`src/rtl/am2901_useq.sv`:
```
// am2901_useq: microprogram sequencer for an Am2901 bit slice.
// Fetches microwords from an external combinational control store, drives the
// slice pins while running, and handles conditional jumps, call/return through
// a small return-address stack, and a down-counting loop register.
module am2901_useq #(
  parameter int UPC_W       = 6,
  parameter int STACK_DEPTH = 4
) (
  input  logic              cp,
  input  logic              reset_lo,
  input  logic              start,
  input  logic [UPC_W-1:0]  start_addr,
  output logic              busy,
  output logic              done,
  output logic              err,
  output logic [UPC_W-1:0]  upc,
  input  logic [UPC_W+28:0] uword,
  output logic [8:0]        i,
  output logic [3:0]        a,
  output logic [3:0]        b,
  output logic [3:0]        d,
  output logic              cin,
  output logic              oe,
  input  logic              z,
  input  logic              ovr,
  input  logic              cout,
  input  logic              f3
);

  // Stack pointer must represent 0..STACK_DEPTH inclusive.
  localparam int SP_W = $clog2(STACK_DEPTH + 1);
  localparam logic [SP_W-1:0] SP_FULL = SP_W'(STACK_DEPTH);

  localparam logic [2:0] OP_CONT  = 3'd0;
  localparam logic [2:0] OP_JUMP  = 3'd1;
  localparam logic [2:0] OP_CALL  = 3'd2;
  localparam logic [2:0] OP_RET   = 3'd3;
  localparam logic [2:0] OP_LDCNT = 3'd4;
  localparam logic [2:0] OP_LOOP  = 3'd5;
  localparam logic [2:0] OP_HALT  = 3'd6;

  // Slice "no operation" opcode used whenever the sequencer is not running.
  localparam logic [8:0] NOP_I = 9'b001_000_100;

  typedef enum logic [1:0] {
    S_IDLE = 2'd0,
    S_RUN  = 2'd1,
    S_DONE = 2'd2
  } state_t;

  state_t             r_state;
  logic [UPC_W-1:0]   r_upc;
  logic [UPC_W-1:0]   r_cnt;
  logic [SP_W-1:0]    r_sp;
  logic               r_busy;
  logic               r_done;
  logic               r_err;
  logic [UPC_W-1:0]   r_stack [STACK_DEPTH];

  logic [2:0]         w_cond;
  logic [2:0]         w_op;
  logic [UPC_W-1:0]   w_br;
  logic [UPC_W-1:0]   w_upc_inc;
  logic               w_take;
  logic               w_push;
  logic [UPC_W-1:0]   w_top;

  assign w_cond    = uword[25:23];
  assign w_op      = uword[28:26];
  assign w_br      = uword[UPC_W+28:29];
  assign w_upc_inc = r_upc + 1'b1;

  assign busy = r_busy;
  assign done = r_done;
  assign err  = r_err;
  assign upc  = r_upc;

  // Evaluate the branch condition of the current microword from live status.
  always_comb begin
    w_take = 1'b0;
    case (w_cond)
      3'd0:    w_take = 1'b1;
      3'd1:    w_take = z;
      3'd2:    w_take = ~z;
      3'd3:    w_take = ovr;
      3'd4:    w_take = cout;
      3'd5:    w_take = f3;
      3'd6:    w_take = (r_cnt != '0);
      default: w_take = 1'b0;
    endcase
  end

  // A push only happens for a taken CALL that has room on the stack.
  assign w_push = (r_state == S_RUN) && (w_op == OP_CALL) && w_take && (r_sp != SP_FULL);

  // Select the top-of-stack entry (entry sp-1); zero when the stack is empty.
  always_comb begin
    w_top = '0;
    for (int k = 0; k < STACK_DEPTH; k++) begin
      if (r_sp == SP_W'(k + 1)) w_top = r_stack[k];
    end
  end

  // Slice pins: microword fields while running, a harmless NOP otherwise.
  // Driven from the state register so an async reset forces NOP immediately.
  always_comb begin
    i   = NOP_I;
    a   = 4'd0;
    b   = 4'd0;
    d   = 4'd0;
    cin = 1'b0;
    oe  = 1'b1;
    if (r_state == S_RUN) begin
      i   = uword[8:0];
      a   = uword[12:9];
      b   = uword[16:13];
      d   = uword[20:17];
      cin = uword[21];
      oe  = uword[22];
    end
  end

  // Return-address stack storage: write the return address at slot sp on a push.
  always_ff @(posedge cp or negedge reset_lo) begin
    if (!reset_lo) begin
      for (int k = 0; k < STACK_DEPTH; k++) r_stack[k] <= '0;
    end else if (w_push) begin
      for (int k = 0; k < STACK_DEPTH; k++) begin
        if (r_sp == SP_W'(k)) r_stack[k] <= w_upc_inc;
      end
    end
  end

  // Sequencer FSM: state, micro-PC, loop counter, stack pointer and host flags.
  always_ff @(posedge cp or negedge reset_lo) begin
    if (!reset_lo) begin
      r_state <= S_IDLE;
      r_upc   <= '0;
      r_cnt   <= '0;
      r_sp    <= '0;
      r_busy  <= 1'b0;
      r_done  <= 1'b0;
      r_err   <= 1'b0;
    end else begin
      case (r_state)
        S_IDLE: begin
          r_done <= 1'b0;
          if (start) begin
            r_state <= S_RUN;
            r_busy  <= 1'b1;
            r_upc   <= start_addr;
            r_err   <= 1'b0;
          end
        end

        S_RUN: begin
          case (w_op)
            OP_JUMP: begin
              r_upc <= w_take ? w_br : w_upc_inc;
            end
            OP_CALL: begin
              if (w_take) begin
                if (r_sp == SP_FULL) begin
                  // Overflow: abort with upc and stack left as they were.
                  r_err   <= 1'b1;
                  r_state <= S_IDLE;
                  r_busy  <= 1'b0;
                end else begin
                  r_sp  <= r_sp + 1'b1;
                  r_upc <= w_br;
                end
              end else begin
                r_upc <= w_upc_inc;
              end
            end
            OP_RET: begin
              if (w_take) begin
                if (r_sp == '0) begin
                  // Underflow: nothing to return to, abort the run.
                  r_err   <= 1'b1;
                  r_state <= S_IDLE;
                  r_busy  <= 1'b0;
                end else begin
                  r_sp  <= r_sp - 1'b1;
                  r_upc <= w_top;
                end
              end else begin
                r_upc <= w_upc_inc;
              end
            end
            OP_LDCNT: begin
              r_cnt <= w_br;
              r_upc <= w_upc_inc;
            end
            OP_LOOP: begin
              if (r_cnt != '0) begin
                r_cnt <= r_cnt - 1'b1;
                r_upc <= w_br;
              end else begin
                r_upc <= w_upc_inc;
              end
            end
            OP_HALT: begin
              r_state <= S_DONE;
              r_busy  <= 1'b0;
              r_done  <= 1'b1;
            end
            default: begin
              // CONT and the spare opcode both fall through to the next word.
              r_upc <= w_upc_inc;
            end
          endcase
        end

        S_DONE: begin
          r_state <= S_IDLE;
          r_done  <= 1'b0;
        end

        default: begin
          r_state <= S_IDLE;
          r_busy  <= 1'b0;
          r_done  <= 1'b0;
        end
      endcase
    end
  end

endmodule

```
`config.mk`:
```
export PLATFORM = sky130hd
export DESIGN_NAME = am2901_useq
export DESIGN_NICKNAME = d
export VERILOG_FILES = /design/src/rtl/am2901_useq.sv
export SDC_FILE = /design/constraint.sdc
export NUM_CORES = 1
export LEC_CHECK = 0
export ABC_AREA = 1
export CORE_ASPECT_RATIO = 0.5
export CORE_MARGIN = 3
export CORE_UTILIZATION = 49
export DETAILED_ROUTE_END_ITERATION = 16
export PLACE_DENSITY_LB_ADDON = 0.05
export SYNTH_ARGS = -nofsm -noshare
export SYNTH_HDL_FRONTEND = slang
export SYNTH_SLANG_ARGS = --single-unit
```
`constraint.sdc`:
```
create_clock -name cp -period 2.6 [get_ports cp]
set_clock_uncertainty 0.2 [all_clocks]
set_input_delay 0.26 -clock cp [delete_from_list [all_inputs] [get_ports cp]]
set_output_delay 0.26 -clock cp [all_outputs]
set_load 0.01 [all_outputs]
```
Yosys cells after proc, flatten, opt, wreduce, memory -nomap -nowiden. Index checks and enable logic that the tools add are counted.

Register bits after elaboration: 44. Input bits: 48. Word-level logic and storage cells: 122.

Add/sub/neg operators: 4. Equal/unequal tests: 35. Multiplexer cells: 50. Bitwise logic cells: 2. Reduce and logical (&&, ||, !) cells: 20.

Operator list (count): $mux 6 (12); $pmux 6 s5 (1); $pmux 6 s2 (2); $eq 3x3->1 const B (7); $eq 3x2->1 const B (6); $ne 3x3->1 const B (5); $mux 1 (14); $ne 2x2->1 const B (7); $reduce_and 7->1 (2); $mux 3 (4); $mux 4 (3); $reduce_and 6->1 (2); $mux 2 (5); $eq 3x1->1 const B (3); $mux 9 (1); $ne 4x4->1 const B (2); $reduce_and 2->1 (4); $pmux 1 s7 (1); $add 6x1->6 const B (1); $logic_not 3->1 (2); $pmux 1 s3 (2); $pmux 2 s3 (1); $pmux 3 s2 (1); $reduce_bool 2->1 (3); other kinds (16) (20).

Logic depth before layout (Yosys ltp). Gate-level depths: netlist (run 1).

Word-level depth: 9. Mapped depth: 14.

Least setup slack after synthesis (run 1). Ideal clock, no wire load.

Path type: register to register. From: register r_sp[0]. To: register r_upc[3], in the netlist upc[3]. Setup time: 0.073 ns. Arrival time: 1.675 ns. Data required time: 2.327 ns. Slack: 0.652 ns. Cell stages (with the launch flop): 15. Period minus slack after synthesis: 1.948 ns. Path through: dfrtp_1 -> ha_1 -> ha_1 -> inv_1 -> clkbuf_1 -> nor2_1 -> nor2_1 -> nand2_1 -> nand3_1 -> nand2_1 -> nand2_1 -> nand2_1 -> nand2_1 -> nand2_1 -> a21oi_2.

Cells in the longest elaborated chain, start to end: 9. Elaborated cells on any way between the ends: 16.

Ends and longest elaborated chain: start, declared (RTL line 54) `logic [SP_W-1:0] r_sp;`; start signal, assigned (RTL line 169) `r_sp <= r_sp + 1'b1;`; start signal, assigned (RTL line 184) `r_sp <= r_sp - 1'b1;`; $eq 3x1->1 (RTL line 100) `if (r_sp == SP_W'(k + 1)) w_top = r_stack[k];`; $mux 6 (4 in a row) (RTL line 100); $mux 6 (RTL line 178) `if (r_sp == '0) begin`; $mux 6 (RTL line 177) `if (w_take) begin`; $pmux 6 s5 (RTL line 157) `case (w_op)`; $pmux 6 s2 (RTL line 145) `case (r_state)`; end signal, assigned (RTL line 151) `r_upc <= start_addr;`; end signal, assigned (RTL line 159) `r_upc <= w_take ? w_br : w_upc_inc;`; end signal, assigned (RTL line 185) `r_upc <= w_top;`; end, declared (RTL line 52) `logic [UPC_W-1:0] r_upc;`.

Parallel ways exist; a longest one is shown, timed or not. The select of a mux whose other input is x is not followed. A chain may end at the register's enable or synchronous reset.

Worst setup path in the final report (run 1).
From: register r_cnt[0]. To: register r_stack[13] (netlist bit).

Cells in the longest elaborated chain, start to end: 5.

Ends and longest elaborated chain: start, declared (RTL line 53) `logic [UPC_W-1:0] r_cnt;`; start signal, assigned (RTL line 192) `r_cnt <= w_br;`; start signal, assigned (RTL line 197) `r_cnt <= r_cnt - 1'b1;`; $reduce_bool 6->1 (RTL line 88) `3'd6: w_take = (r_cnt != '0);`; $pmux 1 s7 (RTL line 81) `case (w_cond)`; $logic_and 1x1->1 (2 in a row) (RTL line 94) `assign w_push = (r_state == S_RUN) && (w_op == OP_CALL) && w_take && (r_sp != SP_FULL);`; $reduce_and 2->1 (no line); end signal, assigned by index (RTL line 129) `if (r_sp == SP_W'(k)) r_stack[k] <= w_upc_inc;`; end, declared (RTL line 58) `logic [UPC_W-1:0] r_stack [STACK_DEPTH];`.

No other way between the ends.

==> impl_metrics.py, run 1 <==
metrics = {
    "setup_path": {
        "critical_path_buf_inv_count": 2,
        "critPathKind": "flip-flop to flip-flop",
        "critical-path-max-stage-delay_ns": 0.39,
        "cp_max_fo": 17,
        "path_cells": "inv_1, ha_1, nand3_4, nand2_2, nand3_4, nand2_2, inv_1, nand2_1, nand2_1, o21ai_1",
        "crit_arrival_ns": 2.22,
        "cp-start-kind": "flip-flop",
        "slowest_stage": "dfrtp_1",
        "worstSetupEndpointType": "flip-flop",
        "crit_required_ns": 2.60,
        "crit_family": "simple AND/OR/NAND/NOR gates",
    },
    "yosys": {
        "ys_seq_area_frac": 0.360,
        "syn-num-nets": 515,
        "synthDistinctLibCells": 36,
        "synth_seq_cells": 44,
        "synthesis.area_mm2": 0.00306,
        "avgSynthCellArea_um2": 6.67,
        "syn_inst": 458,
        "yosys_warnings": 0,
    },
    "timing": {
        "report.final.slew_viol_count": 0,
        "relSlewSlack": 0.626,
        "layout_min_cycle_time_ns": 2.22,
        "timing.final.crit_share": 0.853,
        "fmax_mhz": 451,
        "worst_slack_ns": 0.383,
        "worst_pin_slew_ns": 0.559,
        "setup_viol": 0,
        "hold_ws_ns": 0.195,
        "hold_viol": 0,
        "fin_tns_setup_ns": 0,
        "rsz0062_at_grt": "no",
    },
    "pwr": {
        "p_leak_nw": 2.05,
        "powerDensity_mw_per_mm2": 915,
        "max-vdd-ir-drop_mv": 0.718,
        "power_mw": 3.76,
    },
    "placed_design": {
        "post-place-ws_ns": 0.303,
        "hpwl_um": 6030,
        "port_buffers": 79,
        "globalplace.congestion": 0.865,
        "dp.cells": 615,
        "placed_area_mm2": 0.00393,
    },
    "floorplan": {
        "die_w_um": 118,
        "pin_count": 80,
        "die_area_mm2": 0.00728,
        "rows": 19,
        "die_h_um": 61.8,
        "initial_utilization": 0.531,
        "design.core.area_mm2": 0.00575,
    },
    "grt": {
        "grt_pass1_wl_um": 13200,
        "grt.total_usage": 0.224,
        "grt-ovfl-total": 0,
        "grt_pass1_vias": 2859,
        "grt_max_degree": 32,
        "antenna_found_initial": 0,
    },
    "clock_network": {
        "clock-sinks": 44,
        "path_clk_slew_ns": 0.07,
        "post-cts-setup-buffer-count": 0,
        "h-tree-depth": 2,
        "clock_latency_ns": 0.29,
        "clock-root-buffer": "clkbuf_16",
        "cts-buffers-inserted": 5,
        "cts_buffer_depth": 2,
        "cts_tree": "built",
    },
    "route": {
        "routed_wl_um": 7980,
        "ant_nets": 0,
        "via_count": 3130,
        "dr.pass1.iters": 7,
        "drc_errors": 0,
        "drt-vias-per-instance": 5.02,
        "wire_per_inst_um": 12.8,
        "drtIter0Drc": 186,
    },
    "cells_and_area": {
        "final_nets": 596,
        "diodes": 0,
        "synthToLayoutAreaGrowth_pct": 34.7,
        "utilization": 0.715,
        "mostFrequentLayoutCell": "nand2_1",
        "fin_cells": 624,
        "final_cell_mix": "nand2_1, clkdlybuf4s50_1, inv_1",
        "design_area_mm2": 0.00412,
        "fillers": 465,
        "drive_gt1_frac": 0.0759,
    },
    "status": {
        "status": "finished clean",
    },
    "worst_hold_path": {
        "hold_class": "input pin to asynchronous set/reset pin",
    },
    "flow_run": {
        "maxCapViolCount": 0,
    },
}
worst register-to-register path, stage by stage (launching register included):
cell     delay (ns)
dfrtp_1        0.39
inv_1          0.12
ha_1           0.21
nand3_4        0.14
nand2_2        0.11
nand3_4        0.19
nand2_2        0.17
inv_1          0.07
nand2_1        0.32
nand2_1        0.11
o21ai_1        0.11
cell usage after synthesis, drive strengths merged:
| cell | instances | share of area |
|---|---|---|
| a21oi | 27 | 0.047 |
| a2bb2oi | 1 | 0.0029 |
| a31o | 1 | 0.0029 |
| buf | 10 | 0.018 |
| clkbuf | 2 | 0.0025 |
| dfrtp | 44 | 0.36 |
| ha | 9 | 0.037 |
| inv | 74 | 0.091 |
| mux2i | 1 | 0.0033 |
| nand2 | 135 | 0.17 |
| nand3 | 18 | 0.038 |
| nand4 | 2 | 0.0041 |
| nor2 | 62 | 0.085 |
| nor3 | 6 | 0.013 |
| nor3b | 2 | 0.0049 |
| nor4 | 2 | 0.0041 |
| o211ai | 1 | 0.0025 |
| o21a | 1 | 0.0025 |
| o21ai | 48 | 0.079 |
| o21bai | 1 | 0.0037 |
| o22ai | 1 | 0.0020 |
| or2 | 3 | 0.0061 |
| xnor2 | 1 | 0.0029 |
| xor2 | 6 | 0.020 |
cell families after synthesis:
logic type | Yosys count | synth area share
compound gates | 81 | 0.142
xor+xnor | 7 | 0.0225
fa+ha+maj | 9 | 0.0369
buf+inv | 86 | 0.112
flops | 44 | 0.360
mux | 1 | 0.00328
simple gates | 230 | 0.324
power by group:
group          internal [mW]  switching [mW]  total (mW)
registers              0.959           0.210        1.17
clock network          0.481           0.270       0.751
logic                  0.763            1.08        1.84
total                   2.20            1.56        3.76
state kept, by name (all words and copies together) (netlist names):
signal,cells
r_sp,3
r_state,2
busy,1
err,1
r_cnt,6
done,1
upc,6
r_stack,24
metal layers:
metal | global-route usage | vias up | share of wire
li1 | - | 1581 | -
met1 | 0.307 | 1413 | 0.48
met2 | 0.365 | 124 | 0.42
met3 | 0.0606 | 12 | 0.095
met4 | 0.0483 | 0 | 0.0088
met5 | 0 | - | 0
worst paths after layout:
path | from | to | slack, ns | cells after the start
worst max register to register | r_cnt[0] | r_stack[13] | 0.38 | 10
worst min register to register | r_stack[21] | r_stack[21] | 0.29 | 2
worst max-delay path | r_cnt[0] | r_stack[13] | 0.38 | 10
worst min-delay path | reset_lo | r_stack[21] | 0.19 | 2
min in group cp | r_stack[21] | r_stack[21] | 0.29 | 2
max in group asynchronous | reset_lo | upc[5] | 1.29 | 3
cell type report:
| type | count | area (µm²) | share of cell area |
|---|---|---|---|
| Timing Repair Buffer | 86 | 841 | 0.204 |
| Clock buffer | 6 | 139 | 0.0337 |
| Inverter | 74 | 278 | 0.0675 |
| Clock inverter | 2 | 38.8 | 0.00943 |
| Multi-Input combinational cell | 328 | 1610 | 0.392 |
| Sequential cell | 44 | 1100 | 0.268 |
| Tap cell | 84 | 105 | 0.0255 |
repair_timing:
item,in CTS,in global routing
endpoints found under the setup margin,0,0
gates resized for setup,0,0
hold buffers,1,0
hold endpoints to repair,13,0
No activity file was read; power rests on OpenSTA's default activity.
==> run 2, diff against run 1 <==
ABC_CLOCK_PERIOD_IN_PS = 2600   (was not set)
==> results of run 2 <==
The final DEF is identical to that of run 1; final timing and power are the same.
==> run 3, diff against run 2 <==
--- a/config.mk
+++ b/config.mk
@@ -7,5 +7,4 @@
 export LEC_CHECK = 0
 export ABC_AREA = 1
-export ABC_CLOCK_PERIOD_IN_PS = 2600
 export CORE_ASPECT_RATIO = 0.5
 export CORE_MARGIN = 3
==> constraint.sdc (replaced) <==
create_clock -name cp -period 2.6 [get_ports cp]
set_clock_uncertainty 0.2 [all_clocks]
set_input_delay 0.52 -clock cp [delete_from_list [all_inputs] [get_ports cp]]
set_output_delay 0.52 -clock cp [all_outputs]
set_load 0.01 [all_outputs]
==> run 3 against run 2 <==
Sequential power about the same. Combinational power about the same. Critical path type is now flip-flop to output port. Final cell count unchanged. Global-route usage up 0.81 points. Maximum frequency down 11%. Hold slack worse by 0.086 ns. Cell area unchanged. Utilization unchanged. Total power down 0.30%. Sequential share of layout area unchanged.
==> impl_metrics.py, run 3 (synthesis results as in run 1) <==
metrics = {
    "status": {
        "status": "finished clean",
    },
    "pwr": {
        "powerDensity_mw_per_mm2": 912,
        "p_leak_nw": 2.07,
        "power_mw": 3.75,
        "max-vdd-ir-drop_mv": 0.599,
    },
    "setup_path": {
        "path_cells": "inv_1, nand2_1, buf_6, nor2_1, clkdlybuf4s50_1",
        "critPathKind": "flip-flop to output port",
        "r2r_end": "upc[4]",
        "critical-path-max-stage-delay_ns": 0.54,
        "crit_family": "buffers and inverters",
        "crit_arrival_ns": 1.78,
        "worstSetupEndpointType": "output port",
        "r2r_start": "upc[0]",
        "reg2reg_slack_ns": 0.37,
        "cp-start-kind": "flip-flop",
        "cp_max_fo": 23,
        "critical_path_buf_inv_count": 3,
        "ff2ff_path_depth": 9,
        "slowest_stage": "clkdlybuf4s50_1",
        "crit_required_ns": 1.88,
    },
    "timing": {
        "hold_viol": 0,
        "layout_min_cycle_time_ns": 2.50,
        "worst_pin_slew_ns": 0.581,
        "rsz0062_at_grt": "no",
        "fmax_mhz": 400,
        "fin_tns_setup_ns": 0,
        "relSlewSlack": 0.613,
        "report.final.slew_viol_count": 0,
        "worst_slack_ns": 0.0997,
        "setup_viol": 0,
        "timing.final.crit_share": 0.962,
    },
    "clock_network": {
        "h-tree-depth": 2,
        "cts_buffer_depth": 2,
        "path_clk_slew_ns": 0.06,
        "clock-sinks": 44,
        "ctsHoldBuffers": 0,
        "clock_latency_ns": 0.30,
        "cts-buffers-inserted": 5,
        "cts_tree": "built",
        "clock-root-buffer": "clkbuf_16",
    },
    "placed_design": {
        "post-place-ws_ns": 0.0772,
        "globalplace.congestion": 0.865,
        "hpwl_um": 6140,
        "placed_area_mm2": 0.00394,
        "port_buffers": 79,
    },
    "route": {
        "drc_errors": 0,
        "ant_nets": 0,
        "dr.pass1.iters": 5,
        "drt-vias-per-instance": 5.07,
        "routed_wl_um": 8150,
        "drtIter0Drc": 237,
        "via_count": 3162,
        "wire_per_inst_um": 13.1,
    },
    "cells_and_area": {
        "largest_reg_flops": 24,
        "utilization": 0.715,
        "design_area_mm2": 0.00412,
        "synthToLayoutAreaGrowth_pct": 34.7,
        "fillers": 529,
        "max_flop_register": "r_stack",
        "drive_gt1_frac": 0.0778,
        "diodes": 0,
        "mostFrequentLayoutCell": "nand2_1",
        "final_cell_mix": "nand2_1, clkdlybuf4s50_1, inv_1",
        "final_nets": 596,
    },
    "floorplan": {
        "initial_utilization": 0.531,
        "die_h_um": 61.8,
        "pin_count": 80,
        "die_w_um": 118,
        "die_area_mm2": 0.00728,
        "design.core.area_mm2": 0.00575,
        "rows": 19,
    },
    "grt": {
        "grt_pass1_vias": 2874,
        "grt-ovfl-total": 0,
        "grt_max_degree": 45,
        "grt.total_usage": 0.232,
        "antenna_found_initial": 0,
        "grt_pass1_wl_um": 13400,
    },
    "flow_run": {
        "maxCapViolCount": 0,
    },
    "worst_hold_path": {
        "hold_class": "input pin to asynchronous set/reset pin",
    },
}
==> run 3: changes by cell type in the layout (fill, tap and decap cells not counted) <==
cell             delta
clkdlybuf4s50_1     -2
dlymetal6s2s_1      +2
clkbuf_8            -1
inv_6               +1
clkinvlp_4          +1
buf_6               +1
dlygate4sd3_1       -1
clkinv_4            -1
==> run 3: what timing repair did <==
action | CTS | global route
resized for setup | 0 | 3
buffers inserted | 0 | 0
setup endpoints to repair | 0 | 10
==> run 3: power breakdown <==
| group | total (mW) | switching, mW | leakage [nW] | internal (mW) |
|---|---|---|---|---|
| combinational | 1.81 | 1.06 | 1.43 | 0.758 |
| sequential | 1.19 | 0.234 | 0.552 | 0.958 |
| clock | 0.747 | 0.290 | 0.0804 | 0.457 |
| total | 3.75 | 1.58 | 2.07 | 2.17 |
==> run 3: per-stage QoR <==
step                      hold WS [ns]  cells
after floorplan                 0.0244    458
after global placement           0.267    616
after detailed placement         0.273    616
after CTS                        0.128    624
after global routing             0.161    624
final                            0.109    624
==> run 3: worst reg2reg max path, stage by stage, from the launching register on <==
cell and delay (ns):
dfrtp_1 0.67, ha_1 0.29, nand3_1 0.10, xor2_1 0.28, inv_1 0.20, nand2_1 0.10
a21oi_1 0.06, nand2_1 0.11, nand2_1 0.07, a21oi_2 0.10
==> run 3: worst max-delay path by stage <==
stage / startpoint / to / cells past startpoint
2_1_floorplan: r_sp[0] / upc[3] / 14
4_1_cts: r_state[1] / d[0] / 5
3_3_place_gp: uword[23] / r_stack[12] / 10
3_5_place_dp: uword[23] / r_stack[17] / 10
5_1_grt: r_state[1] / i[7] / 5
6_report: r_state[1] / i[7] / 5
==> run 3: layer usage <==
layer | wire length (µm) | track usage | up-vias
li1 | - | - | 1584
met1 | 3850 | 0.314 | 1419
met2 | 3390 | 0.387 | 153
met3 | 842 | 0.0552 | 6
met4 | 68 | 0.0600 | 0
met5 | 0 | 0 | -
==> run 3: area by class of cell <==
cell class              instances  area [µm²]  share of cell area
clock inverters                 3        46.3              0.0112
repair buffers                 86         847               0.206
well taps                      84         105              0.0255
inverters                      74         278              0.0675
flip-flops and latches         44        1100               0.268
multi-input cells             328        1610               0.392
clock buffers                   5         125              0.0304
